### src/rtl/ddr_region_arbiter.sv
`default_nettype none
// ============================================================================
// Module      : ddr_region_arbiter
// Description : Shares one Avalon-style DDR master port between three fixed
//               clients (0 save-state, 1 object framebuffer, 2 object data).
//               Each client supplies a region-relative offset; the arbiter
//               adds the client's DDR base, runs one burst at a time and
//               routes write-beat / read-beat handshakes to the granted
//               client. Save-state has absolute priority; FB and OD share
//               round-robin.
// Options     : `define DDR_ARB_TIMEOUT_EN enables a stall watchdog that
//               aborts a burst (ack + err) after TIMEOUT idle cycles.
// Revision    : 1.0 - initial release
// ============================================================================
module ddr_region_arbiter #(
    parameter logic [31:0] SS_BASE = 32'h0000_0000,
    parameter logic [31:0] FB_BASE = 32'h0010_0000,
    parameter logic [31:0] OD_BASE = 32'h0020_0000,
    parameter int          OFS_W   = 20,
    parameter int          TIMEOUT = 4096
) (
    input  logic               clk,
    input  logic               reset_n,
    input  logic [2:0]         req,
    input  logic [2:0]         we,
    input  logic [3*OFS_W-1:0] ofs,
    input  logic [3*8-1:0]     burst,
    input  logic [3*64-1:0]    wdata,
    input  logic [3*8-1:0]     be,
    output logic [2:0]         ack,
    output logic [2:0]         wbeat,
    output logic [2:0]         rvalid,
    output logic [63:0]        rdata,
    output logic               err,
    output logic [31:0]        ddr_addr,
    output logic [7:0]         ddr_burstcnt,
    output logic               ddr_read,
    output logic               ddr_write,
    output logic [63:0]        ddr_wdata,
    output logic [7:0]         ddr_byteenable,
    input  logic               ddr_busy,
    input  logic [63:0]        ddr_rdata,
    input  logic               ddr_rdata_ready
);

    localparam logic [1:0] c_ST_IDLE  = 2'd0;
    localparam logic [1:0] c_ST_CMD   = 2'd1;
    localparam logic [1:0] c_ST_RDATA = 2'd2;
    localparam logic [1:0] c_ST_DONE  = 2'd3;

    logic [1:0]       r_state;
    logic [1:0]       w_next;

    // Grant candidate and its request fields
    logic [1:0]       w_sel;
    logic [OFS_W-1:0] w_ofs_sel;
    logic [OFS_W-1:0] w_ofs_al;
    logic [7:0]       w_burst_sel;
    logic             w_we_sel;
    logic [31:0]      w_base_sel;
    logic [31:0]      w_addr_sel;

    // Latched burst context
    logic [1:0]       r_gidx;
    logic [2:0]       r_gnt;
    logic             r_we;
    logic [7:0]       r_burst;
    logic [7:0]       r_cnt;
    logic [31:0]      r_addr;
    logic             r_rr_od;      // 1: OD wins the next FB/OD tie

    // Granted client's live write beat
    logic [63:0]      w_wdata_gnt;
    logic [7:0]       w_be_gnt;

    // Handshake qualifiers
    logic             w_cmd_acc;
    logic             w_wr_last;
    logic             w_rd_beat;
    logic             w_rd_done;
    logic             w_timeout;

    // Registered read return path
    logic [2:0]       r_rvalid;
    logic [63:0]      r_rdata;

    // Offset low bits are discarded by the 8-byte alignment
    logic             w_unused_ofs;
    assign w_unused_ofs = ^w_ofs_sel[2:0];

    // Priority select: SS absolute, then FB/OD by round-robin pointer
    always_comb begin
        w_sel = 2'd0;
        if (req[0]) begin
            w_sel = 2'd0;
        end else if (req[1] && req[2]) begin
            w_sel = r_rr_od ? 2'd2 : 2'd1;
        end else if (req[1]) begin
            w_sel = 2'd1;
        end else if (req[2]) begin
            w_sel = 2'd2;
        end
    end

    // Mux the candidate client's request fields and compute its DDR address
    always_comb begin
        w_ofs_sel   = ofs[0 +: OFS_W];
        w_burst_sel = burst[7:0];
        w_we_sel    = we[0];
        w_base_sel  = SS_BASE;
        case (w_sel)
            2'd1: begin
                w_ofs_sel   = ofs[OFS_W +: OFS_W];
                w_burst_sel = burst[15:8];
                w_we_sel    = we[1];
                w_base_sel  = FB_BASE;
            end
            2'd2: begin
                w_ofs_sel   = ofs[2*OFS_W +: OFS_W];
                w_burst_sel = burst[23:16];
                w_we_sel    = we[2];
                w_base_sel  = OD_BASE;
            end
            default: begin
                w_ofs_sel   = ofs[0 +: OFS_W];
                w_burst_sel = burst[7:0];
                w_we_sel    = we[0];
                w_base_sel  = SS_BASE;
            end
        endcase
        w_ofs_al   = {w_ofs_sel[OFS_W-1:3], 3'b000};
        w_addr_sel = w_base_sel + 32'(w_ofs_al);
    end

    // Mux the granted client's current write beat
    always_comb begin
        w_wdata_gnt = wdata[63:0];
        w_be_gnt    = be[7:0];
        case (r_gidx)
            2'd1: begin
                w_wdata_gnt = wdata[127:64];
                w_be_gnt    = be[15:8];
            end
            2'd2: begin
                w_wdata_gnt = wdata[191:128];
                w_be_gnt    = be[23:16];
            end
            default: begin
                w_wdata_gnt = wdata[63:0];
                w_be_gnt    = be[7:0];
            end
        endcase
    end

    assign w_cmd_acc = (r_state == c_ST_CMD) && !ddr_busy;
    assign w_wr_last = w_cmd_acc && r_we && (r_cnt == r_burst - 8'd1);
    assign w_rd_beat = (r_state == c_ST_RDATA) && ddr_rdata_ready && (r_cnt != r_burst);
    assign w_rd_done = (r_state == c_ST_RDATA) && (r_cnt == r_burst);

`ifdef DDR_ARB_TIMEOUT_EN
    localparam logic [15:0] c_STALL_LIM = 16'(TIMEOUT - 1);

    logic [15:0] r_stall;
    logic        r_abort;
    logic        w_active;
    logic        w_progress;

    assign w_active   = (r_state == c_ST_CMD) || (r_state == c_ST_RDATA);
    assign w_progress = w_cmd_acc || w_rd_beat;
    assign w_timeout  = w_active && !w_progress && !w_rd_done && (r_stall == c_STALL_LIM);

    // Stall watchdog: cleared on any accepted command/beat, counts while waiting
    always_ff @(posedge clk or negedge reset_n) begin
        if (!reset_n) begin
            r_stall <= 16'd0;
            r_abort <= 1'b0;
        end else begin
            r_stall <= (!w_active || w_progress) ? 16'd0 : r_stall + 16'd1;
            r_abort <= w_timeout;
        end
    end

    assign err = (r_state == c_ST_DONE) && r_abort;
`else
    logic w_unused_timeout;
    assign w_unused_timeout = (TIMEOUT != 0);
    assign w_timeout        = 1'b0;
    assign err              = 1'b0;
`endif

    // State register
    always_ff @(posedge clk or negedge reset_n) begin
        if (!reset_n) begin
            r_state <= c_ST_IDLE;
        end else begin
            r_state <= w_next;
        end
    end

    // Next-state logic; zero-length bursts skip straight to DONE
    always_comb begin
        w_next = r_state;
        case (r_state)
            c_ST_IDLE: begin
                if (|req) begin
                    w_next = (w_burst_sel == 8'd0) ? c_ST_DONE : c_ST_CMD;
                end
            end
            c_ST_CMD: begin
                if (w_timeout) begin
                    w_next = c_ST_DONE;
                end else if (w_cmd_acc) begin
                    if (!r_we) begin
                        w_next = c_ST_RDATA;
                    end else if (w_wr_last) begin
                        w_next = c_ST_DONE;
                    end
                end
            end
            c_ST_RDATA: begin
                if (w_rd_done || w_timeout) begin
                    w_next = c_ST_DONE;
                end
            end
            default: begin
                w_next = c_ST_IDLE;
            end
        endcase
    end

    // Grant capture, round-robin pointer and beat counter
    always_ff @(posedge clk or negedge reset_n) begin
        if (!reset_n) begin
            r_gidx  <= 2'd0;
            r_gnt   <= 3'b000;
            r_we    <= 1'b0;
            r_burst <= 8'd0;
            r_cnt   <= 8'd0;
            r_addr  <= 32'd0;
            r_rr_od <= 1'b0;
        end else begin
            if ((r_state == c_ST_IDLE) && (|req)) begin
                r_gidx  <= w_sel;
                r_gnt   <= 3'b001 << w_sel;
                r_we    <= w_we_sel;
                r_burst <= w_burst_sel;
                r_addr  <= w_addr_sel;
                r_cnt   <= 8'd0;
                if (w_sel == 2'd1) begin
                    r_rr_od <= 1'b1;
                end else if (w_sel == 2'd2) begin
                    r_rr_od <= 1'b0;
                end
            end else if (w_cmd_acc && r_we) begin
                r_cnt <= r_cnt + 8'd1;
            end else if (w_cmd_acc) begin
                r_cnt <= 8'd0;
            end else if (w_rd_beat) begin
                r_cnt <= r_cnt + 8'd1;
            end
        end
    end

    // Read return: one-cycle registered forward of each accepted DDR beat
    always_ff @(posedge clk or negedge reset_n) begin
        if (!reset_n) begin
            r_rvalid <= 3'b000;
            r_rdata  <= 64'd0;
        end else begin
            r_rvalid <= w_rd_beat ? r_gnt : 3'b000;
            if (w_rd_beat) begin
                r_rdata <= ddr_rdata;
            end
        end
    end

    // Output decode: DDR command only in CMD, ack only in DONE
    always_comb begin
        ack            = 3'b000;
        wbeat          = 3'b000;
        ddr_addr       = 32'd0;
        ddr_burstcnt   = 8'd0;
        ddr_read       = 1'b0;
        ddr_write      = 1'b0;
        ddr_wdata      = 64'd0;
        ddr_byteenable = 8'd0;
        case (r_state)
            c_ST_CMD: begin
                ddr_addr     = r_addr;
                ddr_burstcnt = r_burst;
                if (r_we) begin
                    ddr_write      = 1'b1;
                    ddr_wdata      = w_wdata_gnt;
                    ddr_byteenable = w_be_gnt;
                    if (!ddr_busy) begin
                        wbeat = r_gnt;
                    end
                end else begin
                    ddr_read = 1'b1;
                end
            end
            c_ST_DONE: begin
                ack = r_gnt;
            end
            default: begin
                ack = 3'b000;
            end
        endcase
    end

    assign rvalid = r_rvalid;
    assign rdata  = r_rdata;

endmodule
`default_nettype wire
### config.mk
export PLATFORM = sky130hd
export DESIGN_NAME = ddr_region_arbiter
export DESIGN_NICKNAME = d
export VERILOG_FILES = /design/src/rtl/ddr_region_arbiter.sv
export SDC_FILE = /design/constraint.sdc
export NUM_CORES = 1
export LEC_CHECK = 0
export ABC_CLOCK_PERIOD_IN_PS = 2600
export CAP_MARGIN = 15
export CORE_AREA = 2 2 216 218
export DETAILED_ROUTE_END_ITERATION = 10
export DIE_AREA = 0 0 218 220
export PLACE_DENSITY_LB_ADDON = 0.25
export SYNTH_ARGS = -nofsm -noshare
export SYNTH_HDL_FRONTEND = slang
export SYNTH_SLANG_ARGS = --single-unit
### constraint.sdc
create_clock -name clk -period 2.6 [get_ports clk]
set_input_delay 0.52 -clock clk [delete_from_list [all_inputs] [get_ports clk]]
set_output_delay 0.52 -clock clk [all_outputs]
set_load 0.01 [all_outputs]
==> reports/summary.log <==
qor: sta.maxClockFrequency 395 MHz
qor: placed_design.io_buffer_count 538
qor: worst_setup_path.worstReg2RegStart r_rr_od$_DFFE_PN0P_
qor: final_layout.most_common_cell_after_layout_fill_and_taps_aside clkdlybuf4s50_1
qor: clocking.cts.sinks 111
qor: clocking.max-clock-path-buffers 2
qor: pwr.power.leakage 5.76 nW
qor: global_routing.gr-usage-all-layers 15.1%
qor: final_layout.combined_area_of_the_multi_input_logic_cells 4280 sq um
qor: final_layout.finalCoreUtilization 31.4%
qor: floorplan.coreArea 45900 sq um
qor: run.drv_cap 0
qor: synthesis.synth_top_area_share 39.2%
qor: route.routed_wl_per_cell 19.0 um
qor: clocking.path_clk_slew 0.08 ns
qor: synthesis.yosysSeqAreaShare 39.2%
qor: final_layout.fillCellCount 4848
qor: route.drtAntennaViolNets 0
qor: synthesis.ys_warn_count 0
qor: final_layout.layout-drive-gt1-share 22.4%
qor: synthesis.synth_largest_area_cell dfrtp_1
qor: sta.timing.slew.headroom 56.0%
qor: clocking.cts_inserted_buffers 9
qor: sta.worst_clock_skew 0.0119 ns
qor: worst_setup_path.crit_top_cell buf_8
qor: synthesis.register_bit_count_reported_by_yosys 111
qor: sta.final-max-slew-violation-count 0
qor: placed_design.place_area 13500 sq um
qor: sta.rsz0062_at_grt yes
qor: outcome.result_of_the_run complete, no violations
qor: final_layout.area_delta_synth_final 103%
qor: worst_setup_path.slowest_delay 0.39 ns
qor: floorplan.i_o_pin_count 562
qor: worst_setup_path.critical_path.startpoint r_gidx[0]$_DFFE_PN0P_
qor: placed_design.dp_hpwl 29.4 mm
qor: clocking.tritoncts yes
qor: synthesis.number_of_different_library_cells_in_the_post_synthesis_netlist 39
qor: sta.finalCritPeriodShare 97.4%
qor: worst_setup_path.setup.worst_path.end_class primary output
qor: clocking.clock_insertion_delay_worst_skew 0.39 ns
qor: pwr.post-layout-total-power 0.0141 W
qor: pwr.netSwitchingFraction 40.7%
qor: worst_setup_path.worst_r2r_endpoint r_state[1]$_DFFE_PN0P_
qor: clocking.clock-root-buffer clkbuf_16
qor: worst_setup_path.crit_type reg -> out
qor: floorplan.die_w 218 um
qor: sta.setup_viol 0
qor: final_layout.fin_nets 1785
qor: pwr.switchingPower 0.00574 W
qor: floorplan.die_boundary_height 220 um
qor: min_path.path_type_of_the_worst_min_delay_path in -> async
qor: worst_setup_path.worstPathArrival 2.01 ns
qor: floorplan.die-area 48000 sq um
qor: worst_setup_path.cp-endpoint ddr_wdata[56]
qor: sta.period_needed 2.53 ns
qor: global_routing.pin_count_of_the_biggest_net_entering_global_routing 54
qor: worst_setup_path.cp-start-kind flip-flop
qor: clocking.h-tree-depth 3
qor: pwr.max-vdd-ir-drop 0.541 mV
qor: pwr.combinational_share_of_power 67.8%
qor: worst_setup_path.r2r.worst_path.cells 11
qor: worst_setup_path.crit_path_top_delay_cell dfrtp_1
qor: sta.timing.setup.tns 0 ns
qor: sta.timing.final.hold_violations 0
qor: route.drc 0
qor: synthesis.syn_avg_cell_area 8.53 sq um
qor: final_layout.layout.cells.most_common_list clkdlybuf4s50_1, nor2_1, dfrtp_1, a21oi_1, mux2_2
qor: final_layout.finalInstanceArea 14400 sq um
qor: placed_design.place_congestion 0.870
qor: global_routing.global_route.overflow_total 0
qor: pwr.seq_power_share 21.7%
qor: sta.max_slew.worst_pin.slew 0.660 ns
qor: route.drt_via_density 4.19
qor: worst_setup_path.cp_cell_sequence inv_2 -> ha_4 -> buf_8 -> buf_8 -> buf_4 -> a22oi_2 -> nor2_4 -> a21oi_1 -> nor2_1 -> buf_2
qor: clocking.ctsHoldBuffers 0
qor: synthesis.synthTopCellsByArea dfrtp_1, mux2_2, a22oi_1
qor: worst_setup_path.cp_max_fo 5
qor: final_layout.final-seq-area 2780 sq um
qor: global_routing.grt_antenna_before_repair 12
qor: route.first_pass_iters 5
qor: pwr.cellPowerDensity 979 nW/um^2
qor: route.detail_route.wirelength 38.3 mm
qor: worst_setup_path.timing.reg2reg.setup_slack 0.30 ns
qor: global_routing.grt_first_pass_wirelength 53.8 mm
qor: route.routed-via-count 8455
qor: synthesis.post_synth_instance_area 7080 sq um
qor: route.drt_first_iter_violations 286
qor: synthesis.netlist_instances 830
qor: worst_setup_path.required_time_at_the_worst_slack_endpoint 2.08 ns
qor: floorplan.floorplan.initialDensity 15.4%
qor: pwr.clock_power_share 10.5%
qor: global_routing.grt_pass1_vias 8503
qor: floorplan.row_count 79
qor: pwr.internal_power 0.00834 W
## worst min path at each step
stage / startpoint / to / cells past startpoint / slack, ns
after CTS: reset_n / rdata[31]$_DFFE_PN0P_ / 1 / 0.18
after global routing: reset_n / rdata[32]$_DFFE_PN0P_ / 1 / 0.20
after floorplan: reset_n / r_addr[10]$_DFFE_PN0P_ / 0 / 0.22
after global placement: r_addr[15]$_DFFE_PN0P_ / r_addr[15]$_DFFE_PN0P_ / 2 / 0.46
after detailed placement: r_addr[18]$_DFFE_PN0P_ / r_addr[18]$_DFFE_PN0P_ / 2 / 0.47
final: reset_n / rdata[37]$_DFFE_PN0P_ / 1 / 0.16
## power groups by stage
| stage | clock, W | combinational [W] | sequential [W] |
|---|---|---|---|
| 6_report | 0.00148 | 0.00955 | 0.00306 |
| 4_1_cts | 0.00156 | 0.00914 | 0.00307 |
| 5_1_grt | 0.00162 | 0.0103 | 0.00318 |
| 3_3_place_gp | 0 | 0.00812 | 0.00305 |
| 3_5_place_dp | 0 | 0.00812 | 0.00308 |
| 2_1_floorplan | 0 | 0.00382 | 0.00322 |
## layout make-up
type | instances | share of cell area (%)
repair buffers | 626 | 43.1
multi-input cells | 638 | 29.8
flip-flops and latches | 111 | 19.3
well taps | 607 | 5.28
clock buffers | 10 | 1.66
clock inverters | 6 | 0.426
inverters | 11 | 0.287
diodes | 10 | 0.174
## sequential cells by signal (all words and copies together), names as in the netlist
| name | count |
|---|---|
| r_we | 1 |
| r_cnt | 8 |
| r_state | 2 |
| r_gidx | 2 |
| r_rr_od | 1 |
| r_gnt | 3 |
| rdata | 64 |
| r_burst | 8 |
| r_addr | 19 |
| rvalid | 3 |
## cells in the mapped netlist
master       n
a41oi_1      1
nor4b_1      1
ha_1        14
inv_1       11
o211ai_1     1
and3_1       3
clkbuf_1    43
nor4bb_1     1
a41oi_2      1
a22oi_1     98
buf_2        8
mux2_2      78
o31ai_1      4
conb_1       1
nor4_2       1
nor4_1       2
nand3_1      1
a21oi_1     94
a222oi_1     1
dfrtp_1    111
a31oi_1      2
and2_1      32
or3_1        1
buf_1       18
nand4_1      1
a2111oi_0    1
o2111ai_1    2
buf_4       14
nor2_1     180
nand2b_1     5
or2_2        1
nand3b_1     2
xnor2_1      5
xor2_1       9
nand2_1     34
o21ai_0     39
nor3b_1      3
a211o_1      1
nor3_1       5
## cell families after synthesis
family          share of synthesized area (%)
mux                                      12.4
xor+xnor                                 1.73
fa+ha+maj                                2.47
other cells                            0.0530
buf+inv                                  5.87
flops                                    39.2
compound gates                           21.5
simple gates                             16.7
## layer usage
metal  vias to the layer above  global-route usage, %  wire (um)
met5                         -                      0          0
met4                         0                   6.01       1120
met3                        43                   3.86       2600
met2                       329                   26.8      19500
met1                      4041                   17.2      15100
li1                       4042                      -          -
## worst max-delay path, delay by kind of cell, from the launching register on
kind,cells,cell delay [ns]
simple gates,2,0.10
buf+inv,5,0.60
compound gates,2,0.34
flops,1,0.39
fa+ha+maj,1,0.20
## metrics by stage
stage | worst slack (ns) | instances | hold WS [ns]
after floorplan | 0.116 | 843 | 0.224
after global placement | -0.318 | 1960 | 0.456
after detailed placement | -0.327 | 1960 | 0.465
after CTS | -0.113 | 2003 | 0.177
after global routing | -0.0697 | 2016 | 0.203
final | 0.0666 | 2019 | 0.160
## what timing repair did
item,4_1_cts,5_1_grt
resized for setup,222,123
setup buffers,24,5
gates cloned,3,3
pin swaps,5,22
endpoints found under the setup margin,93,77
Note: power is estimated with default switching activity, not from simulation.
